==> src/rtl/adder_4b_pkg.sv <==
// adder_4b_pkg: shared width and types for the registered ripple-carry adder.
//   ADDER_4B_W        - default operand/sum width
//   adder_4b_word_t   - one operand or sum word
//   adder_4b_result_t - packed {c, s} result as presented by the adder
package adder_4b_pkg;

  localparam int ADDER_4B_W = 4;

  typedef logic [ADDER_4B_W-1:0] adder_4b_word_t;

  typedef struct packed {
    logic           c;
    adder_4b_word_t s;
  } adder_4b_result_t;

endpackage

==> src/rtl/adder_4b_full_adder.sv <==
// full_adder: single-bit combinational full adder, one stage of the ripple chain.
// Ports:
//   a, b  - operand bits
//   cin   - carry in from the next-lower stage
//   sum   - a ^ b ^ cin
//   cout  - majority(a, b, cin)
module full_adder (
  input  logic a,
  input  logic b,
  input  logic cin,
  output logic sum,
  output logic cout
);

  assign sum  = a ^ b ^ cin;
  assign cout = (a & b) | (a & cin) | (b & cin);

endmodule

==> src/rtl/adder_4b.sv <==
// adder_4b: registered unsigned ripple-carry adder. Operands sampled under
// in_valid appear as {c, s} one clock later; outputs hold while in_valid is low.
// Optional feature macro: ADDER_4B_OVF_EN adds a registered two's-complement
// overflow flag (ovf).
// Ports:
//   clk       - rising-edge clock
//   rst       - synchronous active-high reset
//   a, b      - unsigned operands
//   in_valid  - operands valid this cycle
//   s         - registered sum (a+b) mod 2^WIDTH
//   c         - registered carry-out
//   out_valid - s/c hold a fresh result
//   ovf       - registered signed overflow (ADDER_4B_OVF_EN only)
module adder_4b
  import adder_4b_pkg::*;
#(
  parameter int WIDTH = ADDER_4B_W
) (
  input  logic             clk,
  input  logic             rst,
  input  logic [WIDTH-1:0] a,
  input  logic [WIDTH-1:0] b,
  input  logic             in_valid,
  output logic [WIDTH-1:0] s,
  output logic             c,
`ifdef ADDER_4B_OVF_EN
  output logic             ovf,
`endif
  output logic             out_valid
);

  logic [WIDTH:0]   carry;
  logic [WIDTH-1:0] sum;

  // No carry-in port: the chain always starts from zero.
  assign carry[0] = 1'b0;

  for (genvar i = 0; i < WIDTH; i++) begin : g_chain
    full_adder u_fa (
      .a    (a[i]),
      .b    (b[i]),
      .cin  (carry[i]),
      .sum  (sum[i]),
      .cout (carry[i+1])
    );
  end

`ifdef ADDER_4B_OVF_EN
  logic ovf_next;

  // Like-signed operands whose sum changes sign overflowed.
  assign ovf_next = (a[WIDTH-1] == b[WIDTH-1]) && (sum[WIDTH-1] != a[WIDTH-1]);

  always_ff @(posedge clk) begin
    if (rst) begin
      ovf <= 1'b0;
    end else if (in_valid) begin
      ovf <= ovf_next;
    end
  end
`endif

  always_ff @(posedge clk) begin
    if (rst) begin
      s         <= '0;
      c         <= 1'b0;
      out_valid <= 1'b0;
    end else begin
      out_valid <= in_valid;
      if (in_valid) begin
        s <= sum;
        c <= carry[WIDTH];
      end
    end
  end

endmodule

==> config.mk <==
export PLATFORM = sky130hd
export DESIGN_NAME = adder_4b
export DESIGN_NICKNAME = d
export VERILOG_FILES = /design/src/rtl/adder_4b_pkg.sv /design/src/rtl/adder_4b_full_adder.sv /design/src/rtl/adder_4b.sv
export SDC_FILE = /design/constraint.sdc
export NUM_CORES = 1
export LEC_CHECK = 0
export BUFFER_PORTS_ARGS = -buffer_cell sky130_fd_sc_hd__buf_2
export CAP_MARGIN = 20
export CORE_AREA = 2 2 39 41
export DETAILED_ROUTE_END_ITERATION = 7
export DIE_AREA = 0 0 41 43
export GPL_TIMING_DRIVEN = 0
export PLACE_DENSITY = 0.47
export SLEW_MARGIN = 5
export SYNTH_ARGS = -nofsm -noshare
export SYNTH_HDL_FRONTEND = slang
export SYNTH_HIERARCHICAL = 1
export SYNTH_SLANG_ARGS = --single-unit
==> constraint.sdc <==
create_clock -name clk -period 6.4 [get_ports clk]
set_input_delay 0.96 -clock clk [delete_from_list [all_inputs] [get_ports clk]]
set_output_delay 0.96 -clock clk [all_outputs]
set_load 0.01 [all_outputs]
==> results.md, run 1 <==
- The number of buffers on the longest clock path is 2.
- The instance count after placement with tap cells included is 54.
- The area growth from synthesis to layout is 40.5%.
- The mapped cell area is 290 µm².
- The detailed router finished its first iteration with 6 violations.
- The number of pins with negative max-slew slack in the final report is 0.
- The synthesized netlist devotes 0% of its cell area to XOR and XNOR gates.
- The maximum fanout count along the critical path is 1.
- The number of vias per cell after detailed routing is 3.98.
- The worst hold path was traced through 2 stages.
- The pre-antenna-repair detailed-routing pass consisted of 2 iterations.
- The max-cap violation count is 0.
- The average wire per standard cell is 9.14 µm.
- The worst hold path terminates at c.
- At the end of routability-driven placement, the weighted congestion stood at 0.590.
- Post-CTS repair changed the size of 0 cells.
- The number of global-route vias before repair is 215.
- After synthesis, the largest family of logic cells by area is adder cells.
- The number of sinks driven by the clock tree is 6.
- The maximum VDD drop is 0.0000624 V.
- The minimum hold slack is 0.487 ns.
- The number of antenna violations at the first check in global routing is 0.
- The final clock skew is 0 ns.
- For this design the ratio of total power to cell area is 236 nW/µm².
- The count of cells in the finished layout, fillers not included, comes to 57.
- The part of the cycle the worst path needs is 43.4%.
- Setup violations remaining at the end of the flow were counted as 0.
- The final design instance area without fill is 408 µm².
- The number of levels the H-tree was split into is 1.
- Setup slack on the worst reg-to-reg path comes out at 5.81 ns.
- The number of antenna diodes in the final layout is 0.
- The clock tree from TritonCTS is yes.
- The critical register-to-register path endpoint is s[3].
- The mean instance size in the synthesized netlist is 12.6 µm².
- The floorplan step defined a core boundary enclosing 1380 µm².
- The die extent in y is 43 µm.
- The total leakage power is 0.208 nW.
- The area of the die is 1760 µm².
- The total track usage is 7.79%.
- The number of remaining DRC errors is 0.
- The part of the Yosys area used for sequential elements is 41.4%.
- The wire length of the first global-routing pass is 841 µm.
- For the worst-skew pair, the clock arrives at the later sink with an insertion delay of 0.24 ns.
- The internal power is 0.0724 mW.
- The post-CTS setup repair buffer count is 0.
- The clock group share of total power is 35.1%.
- The share of post-route cells with drive strength above 1 is 46.3%.
- The fraction of power consumed by combinational cells is 20.7%.
- The time the final worst path needs with I/O delays and setup is 2.78 ns.
- The total placed instance area is 385 µm².
- The beginning of the worst hold path is c.
- For this design the total switching power over the nets is 0.0238 mW.
- During I/O placement, the number of pins put on the boundary was 17.
- Summed over all failing endpoints, the final setup total negative slack is 0 ns.
- The site row count is 14.
- In this run, post-CTS hold repair placed 0 buffers.
- The startpoint of the worst-slack reg-to-reg timing path is s[3].
- Global routing finished with a remaining overflow of 0.
- During placement, the flow inserted port buffers numbering 15.
- The cell count after synthesis is 23.
- The detailed router placed 227 vias in this run.
- The worst hold-check path type is reg -> reg.
- The total half-perimeter wirelength after legalization and detailed placement is 415 µm.
- The number of buffers inserted during clock tree synthesis is 3.
- STA classifies the critical path endpoint as a flip-flop.
- Measured in cells, the most critical reg-to-reg path has a length of 2.
- Entering global routing, the biggest net connects 7 pins.
- The cell at the root of the clock tree is sky130_fd_sc_hd__clkbuf_4.
- For the worst setup path, the data required time is 6.53 ns.
- Setup repair after global routing left no endpoint under its margin.
- The simple logic cell fraction of the synthesized area is 8.62%.
- Net switching is 24.7% of the power.
- The number of warning messages in the yosys log is 6.
- The number of failing hold endpoints at the final stage was 0.
- The flow ran to the end, and the final reports show no timing, DRC or antenna violations.
- The die boundary width is 41 µm.
- The worst setup path is of the in -> reg kind.
- Of the post-synthesis cell area, the part taken by muxes is 17.2%.
- After synthesis the netlist holds a flip-flop and latch count of 6.
- The clock-pin slew on the worst setup and hold paths is 0.04 ns.
- The fraction of the mapped netlist area in compound gates is 0%.
- Of the total power, registers draw 44.3%.
- The post-layout net count is 58.
- Timing would allow up to 360 MHz.
- The initial cell density of the core is 21.0%.
- Wires add up to 521 µm.
- The net count after synthesis is 38.
- The remaining number of nets flagged by the antenna check after routing is 0.
- Data arrives at the worst endpoint at 2.91 ns.
- After Yosys synthesis, full adders, half adders and majority gates account for 27.6% of the synthesized area.
- The nature of the critical path startpoint is an input port.
- The synthesized netlist contains 7 unique library cells.
-- cell usage after synthesis --
| master | number | area share [%] |
|---|---|---|
| sky130_fd_sc_hd__nor2b_1 | 1 | 2.2 |
| sky130_fd_sc_hd__nor2_1 | 5 | 6.5 |
| sky130_fd_sc_hd__dfxtp_1 | 6 | 41 |
| sky130_fd_sc_hd__buf_6 | 1 | 3.9 |
| sky130_fd_sc_hd__conb_1 | 1 | 1.3 |
| sky130_fd_sc_hd__mux2i_1 | 5 | 17 |
| sky130_fd_sc_hd__fa_1 | 4 | 28 |
-- how the worst max path moves through the flow --
| stage | startpoint | slack (ns) | cells past startpoint | to |
|---|---|---|---|---|
| finish | a[0] | 3.62 | 7 | s[3] |
| global placement | a[0] | 3.37 | 7 | s[3] |
| global route | a[0] | 3.55 | 7 | s[3] |
| detailed placement | a[0] | 3.36 | 7 | s[3] |
| floorplan | a[0] | 3.55 | 6 | s[3] |
| CTS | a[0] | 3.62 | 7 | s[3] |
-- stage by stage --
step	util, %	power, mW	worst slack [ns]
2_1_floorplan	-	0.0542	3.55
3_3_place_gp	27.8	0.0634	3.37
3_5_place_dp	27.8	0.0636	3.36
4_1_cts	29.5	0.0994	3.62
5_1_grt	29.5	0.105	3.55
6_report	29.5	0.0961	3.62
-- state kept, by name, summed over array words and instances, names as in the netlist --
name	flops
c	1
s	4
out_valid	1
-- cell families after synthesis --
family                     Yosys count
muxes                                5
adders and majority gates            4
DFF                                  6
other                                1
and+or+nand+nor                      6
buffers and inverters                1
-- power groups by stage --
| stage | logic (mW) | registers [mW] | clock network, mW |
|---|---|---|---|
| 4_1_cts | 0.0205 | 0.0426 | 0.0363 |
| 6_report | 0.0199 | 0.0425 | 0.0337 |
| 3_5_place_dp | 0.0206 | 0.0431 | 0 |
| 3_3_place_gp | 0.0203 | 0.0431 | 0 |
| 2_1_floorplan | 0.00937 | 0.0448 | 0 |
| 5_1_grt | 0.0228 | 0.0428 | 0.0390 |
-- cell usage in the layout (no fill, tap or decap) --
cell                        n
sky130_fd_sc_hd__mux2i_1    5
sky130_fd_sc_hd__nor2b_1    1
sky130_fd_sc_hd__clkbuf_4   3
sky130_fd_sc_hd__dfxtp_1    6
sky130_fd_sc_hd__conb_1     1
sky130_fd_sc_hd__buf_6      1
sky130_fd_sc_hd__nor2_1     5
sky130_fd_sc_hd__fa_1       4
sky130_fd_sc_hd__buf_2     15
-- area by class of cell --
cell class                      count  area (µm²)
Clock buffer                        3        22.5
Buffer                              1        11.3
Timing Repair Buffer               15        75.1
Tap cell                           16        20.0
Sequential cell                     6         120
Fill cell                         158         976
Multi-Input combinational cell     16         159
-- worst max-delay path: stages --
cell                      delay, ns
sky130_fd_sc_hd__buf_2         0.11
sky130_fd_sc_hd__fa_1          0.43
sky130_fd_sc_hd__fa_1          0.39
sky130_fd_sc_hd__fa_1          0.40
sky130_fd_sc_hd__fa_1          0.43
sky130_fd_sc_hd__mux2i_1       0.14
sky130_fd_sc_hd__nor2_1        0.05
-- metal layers --
layer / GRT usage, % / part of all wire, % / vias to the layer above
met2: 8.75 / 43 / 14
li1: - / - / 107
met5: 0 / 0 / -
met1: 9.21 / 43 / 104
met4: 6.00 / 0.77 / 0
met3: 6.28 / 13 / 2
Note: power is estimated with default switching activity, not from simulation.
==> run 2, diff against run 1 <==
--- a/config.mk
+++ b/config.mk
@@ -5,13 +5,14 @@
 export SDC_FILE = /design/constraint.sdc
 export NUM_CORES = 1
 export LEC_CHECK = 0
+export ABC_AREA = 1
 export BUFFER_PORTS_ARGS = -buffer_cell sky130_fd_sc_hd__buf_2
 export CAP_MARGIN = 20
 export CORE_AREA = 2 2 39 41
 export DETAILED_ROUTE_END_ITERATION = 7
 export DIE_AREA = 0 0 41 43
 export GPL_TIMING_DRIVEN = 0
-export PLACE_DENSITY = 0.47
+export PLACE_DENSITY = 0.52
 export SLEW_MARGIN = 5
 export SYNTH_ARGS = -nofsm -noshare
 export SYNTH_HDL_FRONTEND = slang
==> constraint.sdc (replaced) <==
create_clock -name clk -period 2.4 [get_ports clk]
set_input_delay 0.36 -clock clk [delete_from_list [all_inputs] [get_ports clk]]
set_output_delay 0.36 -clock clk [all_outputs]
set_load 0.01 [all_outputs]
==> results.md, run 2 <==
- The run finished with clean final reports.
- The worst setup path is launched from an input port.
- The final setup violation count came to 0 (unchanged).
- The number of remaining DRC errors is 0 (unchanged).
- The number of buffers inserted during clock tree synthesis is 3 (unchanged).
- The endpoint identified for the worst register-to-register timing path is s[0].
- The total wire length came to 565 µm (+8.4%).
- The largest total area in the synthesized netlist belongs to sky130_fd_sc_hd__dfxtp_1.
- The number of sinks driven by the clock tree is 6 (unchanged).
- Setup repair after global routing left no endpoint under its margin.
- The share of Yosys cell area claimed by the top area cell type is 36.1% (-5.3 points).
- The initial cell density of the core is 24.1% (+3.1 points).
- The routed design could run at a clock period as short as 2.16 ns.
- The worst path setup slack after routing is 0.236 ns (-3.38 ns).
- The number of diodes came to 0 (unchanged).
- In this run the critical register-to-register path is launched from s[0].
- The wire length of the first global-routing pass is 1060 µm (+26%).
- The post-synthesis cell type count is 9 (+2).
- The aggregate global routing overflow was 0 (unchanged).
- The final setup TNS is 0 ns (unchanged).
- The placeable core area is 1380 µm² (unchanged).
- The maximum VDD drop is 0.000227 V (+260%).
- The total track usage is 9.40% (+1.6 points).
- Ranked by flip-flop count, first place goes to s.
- In the synthesized netlist the dominant register cell turns out to be sky130_fd_sc_hd__dfxtp_1.
- The number of global-route vias before repair is 293 (+36%).
- The async set-or-reset flop fraction in the synthesized netlist came to 0% (unchanged).
- The post-CTS setup repair buffer count came to 0 (unchanged).
- The post-layout net count is 76 (+31%).
- The die boundary width is 41 µm (unchanged).
- The flop and latch count out of synthesis is 6 (unchanged).
- The signal arrival time at the worst endpoint was 2.35 ns (-0.56 ns).
- The total half-perimeter wirelength after legalization and detailed placement was 486 µm (+17%).
- Timing would allow up to 462 MHz.
- The net count after synthesis is 55 (+45%).
- The quantity of gates resized following cts is 0 (unchanged).
- The number of vias per cell after detailed routing is 3.76 (-5.6%).
- In the layout the commonest cells are sky130_fd_sc_hd__buf_2, sky130_fd_sc_hd__nand2_1, sky130_fd_sc_hd__nor2_1, sky130_fd_sc_hd__inv_1, sky130_fd_sc_hd__dfxtp_1.
- The library cell used most frequently in the layout, excluding fill and tap cells, is sky130_fd_sc_hd__buf_2.
- The cell count after synthesis is 40 (+74%).
- The clock tree from TritonCTS is yes.
- The master of the slowest instance on the critical path is sky130_fd_sc_hd__fa_1.
- The critical path class is in -> reg.
- The setup slack of the most critical reg-to-reg path is 1.82 ns (-3.99 ns).
- After synthesis, the cell types taking the most area are sky130_fd_sc_hd__dfxtp_1, sky130_fd_sc_hd__fa_1, sky130_fd_sc_hd__nand2_1.
- The first-pass iteration count of the detailed router came to 2 (unchanged).
- The maximum fanout count along the critical path is 1 (unchanged).
- The number of failing hold endpoints at the final stage is 0 (unchanged).
- The pre-CTS setup slack is -0.0473 ns (-3.41 ns).
- The number of flops mapped to enable cells by yosys is 0 (unchanged).
- The count of input and output buffers is 16 (+1).
- The worst-case reg-to-reg path depth is 2 (unchanged).
- The insertion delay of the later-clocked pin in the worst-skew pair is 0.24 ns (about the same).
- The cell seen most often among critical-path stages is sky130_fd_sc_hd__fa_1.
- The remaining number of nets flagged by the antenna check after routing is 0 (unchanged).
- The start point of the critical path is a[0].
- The number of antenna violations at the first check in global routing is 0 (unchanged).
- The max-cap violation count is 0 (unchanged).
- The area growth from synthesis to layout is 36.8%.
- The number of buffers inserted by hold repair at cts is 0 (unchanged).
- The min-delay analysis places its worst path in the category in -> reg.
- The root buffer cell chosen for the clock tree is sky130_fd_sc_hd__clkbuf_4.
- The average wire per standard cell is 7.53 µm (-18%).
- The number of pins with negative max-slew slack in the final report is 0 (unchanged).
- The number of warning messages in the yosys log is 6 (unchanged).
- The part of the Yosys area used for sequential elements is 36.1% (-5.3 points).
- The clock-pin slew on the worst setup and hold paths was 0.04 ns (about the same).
- The signal on the critical path passes through buf_2, fa_1, fa_1, fa_1, fa_1, inv_1, nand2_1, nand2_1, nor2_2.
- The number of levels the H-tree was split into is 1 (unchanged).
- The part of the cycle the worst path needs is 90.2%.
- The number of top-level pins is 17 (unchanged).
- The largest registers in the layout are s: 4 flops, c: 1 flops, out_valid: 1 flops.
- The mean instance size in the synthesized netlist is 8.32 µm² (-34%).
- The most frequent cell after synthesis is sky130_fd_sc_hd__nand2_1.
- The highest cell delay on the worst timing path came to 0.48 ns (+0.05 ns).
- The site row count is 14 (unchanged).
- In the synthesized netlist, the cells that appear most often are sky130_fd_sc_hd__nand2_1, sky130_fd_sc_hd__inv_1, sky130_fd_sc_hd__nor2_1.
- The mapped cell area is 333 µm² (+15%).
- The total leakage power came to 0.256 nW (+23%).
- Following the worst setup path forward leads to its endpoint at s[3].
- The number of buffers on the longest clock path was 2 (unchanged).
- The power per cell area came to 583 nW/µm² (+150%).
- The number of flip-flops in the largest register was 4 (unchanged).
- The area of the die was 1760 µm² (unchanged).
- The count of routing violations after the opening detailed-route iteration was 5 (-1).
- The total number of vias is 282 (+24%).
- The share of post-route cells with drive strength above 1 is 42.4% (-4.0 points).
- The largest net degree at the start of global routing was 11 (+4).
- The endpoint class of the critical path is a flip-flop.
- The worst path required time is 2.58 ns (-3.95 ns).
- The global placer's final weighted congestion is 0.648 (+9.9%).
- The final clock skew is 0 ns (unchanged).
- The die extent in y is 43 µm (unchanged).
## run 2: changes by cell type after synthesis
cell,before,now
sky130_fd_sc_hd__nand2_1,0,9
sky130_fd_sc_hd__inv_1,0,7
sky130_fd_sc_hd__mux2i_1,5,0
sky130_fd_sc_hd__nor2_2,0,4
sky130_fd_sc_hd__nor2_1,5,7
sky130_fd_sc_hd__nand2_2,0,1
sky130_fd_sc_hd__nor2b_1,1,0
## run 2: layout make-up
class	count	area (µm²)
inverters	7	26.3
repair buffers	16	80.1
plain buffers	1	11.3
multi-input cells	26	175
fillers	154	928
flip-flops and latches	6	120
clock buffers	3	22.5
well taps	16	20.0
## run 2: worst min-delay path by stage
stage	from	to	slack [ns]	depth (start not counted)
6_report	rst	out_valid	0.28	2
5_1_grt	rst	out_valid	0.28	2
4_1_cts	rst	out_valid	0.28	2
3_5_place_dp	s[1]	s[1]	0.47	2
3_3_place_gp	s[1]	s[1]	0.46	2
2_1_floorplan	rst	out_valid	0.43	1
## run 2: routing by layer
metal  GRT usage, %  wire length, µm  vias to the layer above
met5              0                0                        -
met4           8.00                0                        0
met3           3.14               42                        0
met2           14.7              301                        9
met1           9.21              221                      123
li1               -                -                      150
## run 2: cell families (layout without fill, tap and decap cells)
group	count (synthesis)	in the layout	synth area share, %
other	1	1	1.13
buffers and inverters	8	27	11.3
AND/OR/NAND/NOR	21	21	27.4
adder cells (fa/ha/maj)	4	4	24.1
flip-flops	6	6	36.1
## run 2: through the flow
step,area [µm²],std cells,hold slack [ns],util [%],power [mW]
after detailed placement,433,72,0.467,31.3,0.179
after global routing,455,75,0.285,32.9,0.288
final,455,75,0.285,32.9,0.266
after CTS,455,75,0.277,32.9,0.274
after global placement,433,72,0.464,31.3,0.178
after floorplan,333,40,0.431,-,0.153
## run 2: where the power goes
group          switching (mW)  internal (mW)  total [mW]  leakage, nW
Sequential            0.00376          0.109       0.112       0.0499
Clock                  0.0351         0.0565      0.0916       0.0138
Combinational          0.0331         0.0284      0.0616        0.193
Total                  0.0720          0.194       0.266        0.256
## run 2: critical path, delay by kind of cell
family                     cells  cell delay, ns
buffers and inverters          2            0.15
and+or+nand+nor                3            0.17
adders and majority gates      4            1.67
==> run 3, diff against run 2 <==
--- a/config.mk
+++ b/config.mk
@@ -5,14 +5,13 @@
 export SDC_FILE = /design/constraint.sdc
 export NUM_CORES = 1
 export LEC_CHECK = 0
-export ABC_AREA = 1
 export BUFFER_PORTS_ARGS = -buffer_cell sky130_fd_sc_hd__buf_2
 export CAP_MARGIN = 20
 export CORE_AREA = 2 2 39 41
 export DETAILED_ROUTE_END_ITERATION = 7
 export DIE_AREA = 0 0 41 43
 export GPL_TIMING_DRIVEN = 0
-export PLACE_DENSITY = 0.52
+export PLACE_DENSITY = 0.48
 export SLEW_MARGIN = 5
 export SYNTH_ARGS = -nofsm -noshare
 export SYNTH_HDL_FRONTEND = slang
==> results.md, run 3 (synthesis results as in run 1) <==
- The time the final worst path needs with I/O delays and setup is 2.19 ns (+0.0216 ns).
- The number of diodes is 0 (unchanged).
- The area taken by flip-flops and latches is 120 µm² (unchanged).
- The final clock skew is 0 ns (unchanged).
- The quantity of gates resized following cts is 0 (unchanged).
- The post-layout net count came to 58 (-24%).
- The number of remaining DRC errors came to 0 (unchanged).
- The part of the power in registers is 43.5% (+1.2 points).
- The maximum fanout count along the critical path was 1 (unchanged).
- The number of sinks driven by the clock tree came to 6 (unchanged).
- The clock group share of total power is 35.9% (+1.4 points).
- In this run the critical register-to-register path is launched from s[3].
- The largest individual stage delay along the critical path comes from the cell sky130_fd_sc_hd__fa_1.
- The number of buffers inserted by hold repair at cts is 0 (unchanged).
- The count of input and output buffers is 15 (-1).
- The number of failing hold endpoints at the final stage was 0 (unchanged).
- Setup repair after global routing left no endpoint under its margin.
- The final design instance area without fill came to 408 µm² (-10%).
- The initial cell density of the core was 21.0% (-3.1 points).
- The global placer's final weighted congestion is 0.600 (-7.4%).
- The number of buffer and inverter stages on the critical path was 1 (-1).
- The maximum VDD drop is 0.000229 V (+0.63%).
- In this run the critical register-to-register path is captured at s[3].
- The number of pins with negative max-slew slack in the final report was 0 (unchanged).
- The number of buffers inserted during clock tree synthesis is 3 (unchanged).
- The die extent in y is 43 µm (unchanged).
- The largest net degree at the start of global routing is 7 (-4).
- The fraction of power consumed by combinational cells is 20.6% (-2.6 points).
- The worst path setup slack after routing was 0.214 ns (-0.0216 ns).
- The total placed instance area is 385 µm² (-11%).
- The total stage count of the critical path is 7 (-2).
- The number of antenna violations at the first check in global routing is 0 (unchanged).
- The remaining number of nets flagged by the antenna check after routing came to 0 (unchanged).
- The pre-CTS setup slack was -0.0609 ns (-0.0136 ns).
- The filler cell count is 148 (-3.9%).
- TritonCTS built the clock tree.
- The multi-input logic area came to 159 µm² (-9.3%).
- Ranked by flip-flop count, first place goes to s.
- The cell seen most often among critical-path stages is sky130_fd_sc_hd__fa_1.
- The setup slack of the most critical reg-to-reg path is 1.81 ns (about the same).
- The overall power consumption is 0.260 mW (-2.2%).
- The signal on the critical path passes through buf_2, fa_1, fa_1, fa_1, fa_1, mux2i_1, nor2_1.
- The share of post-route cells with drive strength above 1 came to 46.3% (+4.0 points).
- The internal power is 0.193 mW (-0.19%).
- The critical path is of the in -> reg type.
- The final setup violation count came to 0 (unchanged).
- The part of the cycle the worst path needs is 91.1% (+0.90 points).
- The largest registers in the layout are s: 4 flops, c: 1 flops, out_valid: 1 flops.
- The number of levels the H-tree was split into is 1 (unchanged).
- The flow ran to the end, and the final reports show no timing, DRC or antenna violations.
- The most common cell after layout, fill and taps aside is sky130_fd_sc_hd__buf_2.
- The endpoint class of the critical path is a flip-flop.
- The net switching power of the design was 0.0664 mW (-7.8%).
- The site row count is 14 (unchanged).
- The signal arrival time at the worst endpoint was 2.32 ns (-0.03 ns).
- The total leakage power was 0.208 nW (-19%).
- The first-pass iteration count of the detailed router came to 1 (-1).
- The power per cell area is 637 nW/µm² (+9.1%).
- The nature of the critical path startpoint is an input port.
- The area growth from synthesis to layout is 40.5%.
- The insertion delay of the later-clocked pin in the worst-skew pair is 0.24 ns (about the same).
- The worst hold-check path type is in -> reg.
- The worst-case reg-to-reg path depth is 2 (unchanged).
- The number of vias per cell after detailed routing is 3.79 (+0.78%).
- The switching power as a share of total power is 25.6% (-1.5 points).
- The maximum operating frequency is 458 MHz (-0.99%).
- The number of flip-flops in the largest register is 4 (unchanged).
- The number of instances on the worst hold path is 2 (unchanged).
- The cell at the root of the clock tree is sky130_fd_sc_hd__clkbuf_4.
- The library cells used most frequently in the layout, excluding fill and tap cells, are sky130_fd_sc_hd__buf_2, sky130_fd_sc_hd__dfxtp_1, sky130_fd_sc_hd__mux2i_1, sky130_fd_sc_hd__nor2_1, sky130_fd_sc_hd__fa_1.
- The highest cell delay on the worst timing path is 0.44 ns (-0.04 ns).
- The worst path required time is 2.54 ns (-0.04 ns).
- The post-CTS setup repair buffer count is 0 (unchanged).
- In this run the most critical hold path is launched from rst.
- The count of routing violations after the opening detailed-route iteration is 0 (-5).
- The total wire length is 537 µm (-5.0%).
- The max-cap violation count is 0 (unchanged).
- The wire length of the first global-routing pass is 841 µm (-21%).
- The total number of vias was 216 (-23%).
- The number of global-route vias before repair is 230 (-22%).
- The start point of the critical path is a[0].
- The number of top-level pins was 17 (unchanged).
- The die boundary width is 41 µm (unchanged).
- The average wire per standard cell was 9.42 µm (+25%).
- The total track usage was 8.07% (-1.3 points).
- The clock-pin slew on the worst setup and hold paths came to 0.05 ns (about the same).
- The placeable core area is 1380 µm² (unchanged).
- Broken down by cell family, the worst path's largest delay share belongs to adder cells.
- The aggregate global routing overflow is 0 (unchanged).
- Following the worst setup path forward leads to its endpoint at s[3].
- The number of buffers on the longest clock path is 2 (unchanged).
- The area of the die was 1760 µm² (unchanged).
run 3: worst min path at each step:
stage	slack, ns	end
finish	0.36	out_valid
global route	0.36	out_valid
CTS	0.35	out_valid
detailed placement	0.48	c
global placement	0.47	s[3]
floorplan	0.43	out_valid
run 3: worst reg2reg max path, stage by stage (launching register included):
cell	delay (ns)
sky130_fd_sc_hd__dfxtp_1	0.31
sky130_fd_sc_hd__mux2i_1	0.13
sky130_fd_sc_hd__nor2_1	0.05
run 3: power groups by stage:
stage	logic, mW	clock network (mW)	registers [mW]
floorplan	0.0250	0	0.120
global placement	0.0545	0	0.115
detailed placement	0.0552	0	0.115
CTS	0.0554	0.100	0.113
global route	0.0611	0.106	0.114
finish	0.0534	0.0933	0.113
run 3: per-stage QoR:
stage	instances	hold slack, ns	utilization [%]	setup TNS [ns]
2_1_floorplan	23	0.432	-	0
3_3_place_gp	54	0.470	27.8	-0.0361
3_5_place_dp	54	0.479	27.8	-0.0609
4_1_cts	57	0.349	29.5	0
5_1_grt	57	0.356	29.5	0
6_report	57	0.356	29.5	0
run 3: final cells by class:
| cell class | count | area share, % |
|---|---|---|
| flip-flops and latches | 6 | 29.4 |
| multi-input cells | 16 | 39.0 |
| repair buffers | 15 | 18.4 |
| clock buffers | 3 | 5.52 |
| plain buffers | 1 | 2.76 |
| well taps | 16 | 4.91 |
run 3: layer usage:
| metal | wire (µm) | GRT usage [%] |
|---|---|---|
| met1 | 239 | 8.17 |
| met2 | 217 | 9.69 |
| met3 | 74 | 4.71 |
| met4 | 5 | 10.0 |
| met5 | 0 | 0 |
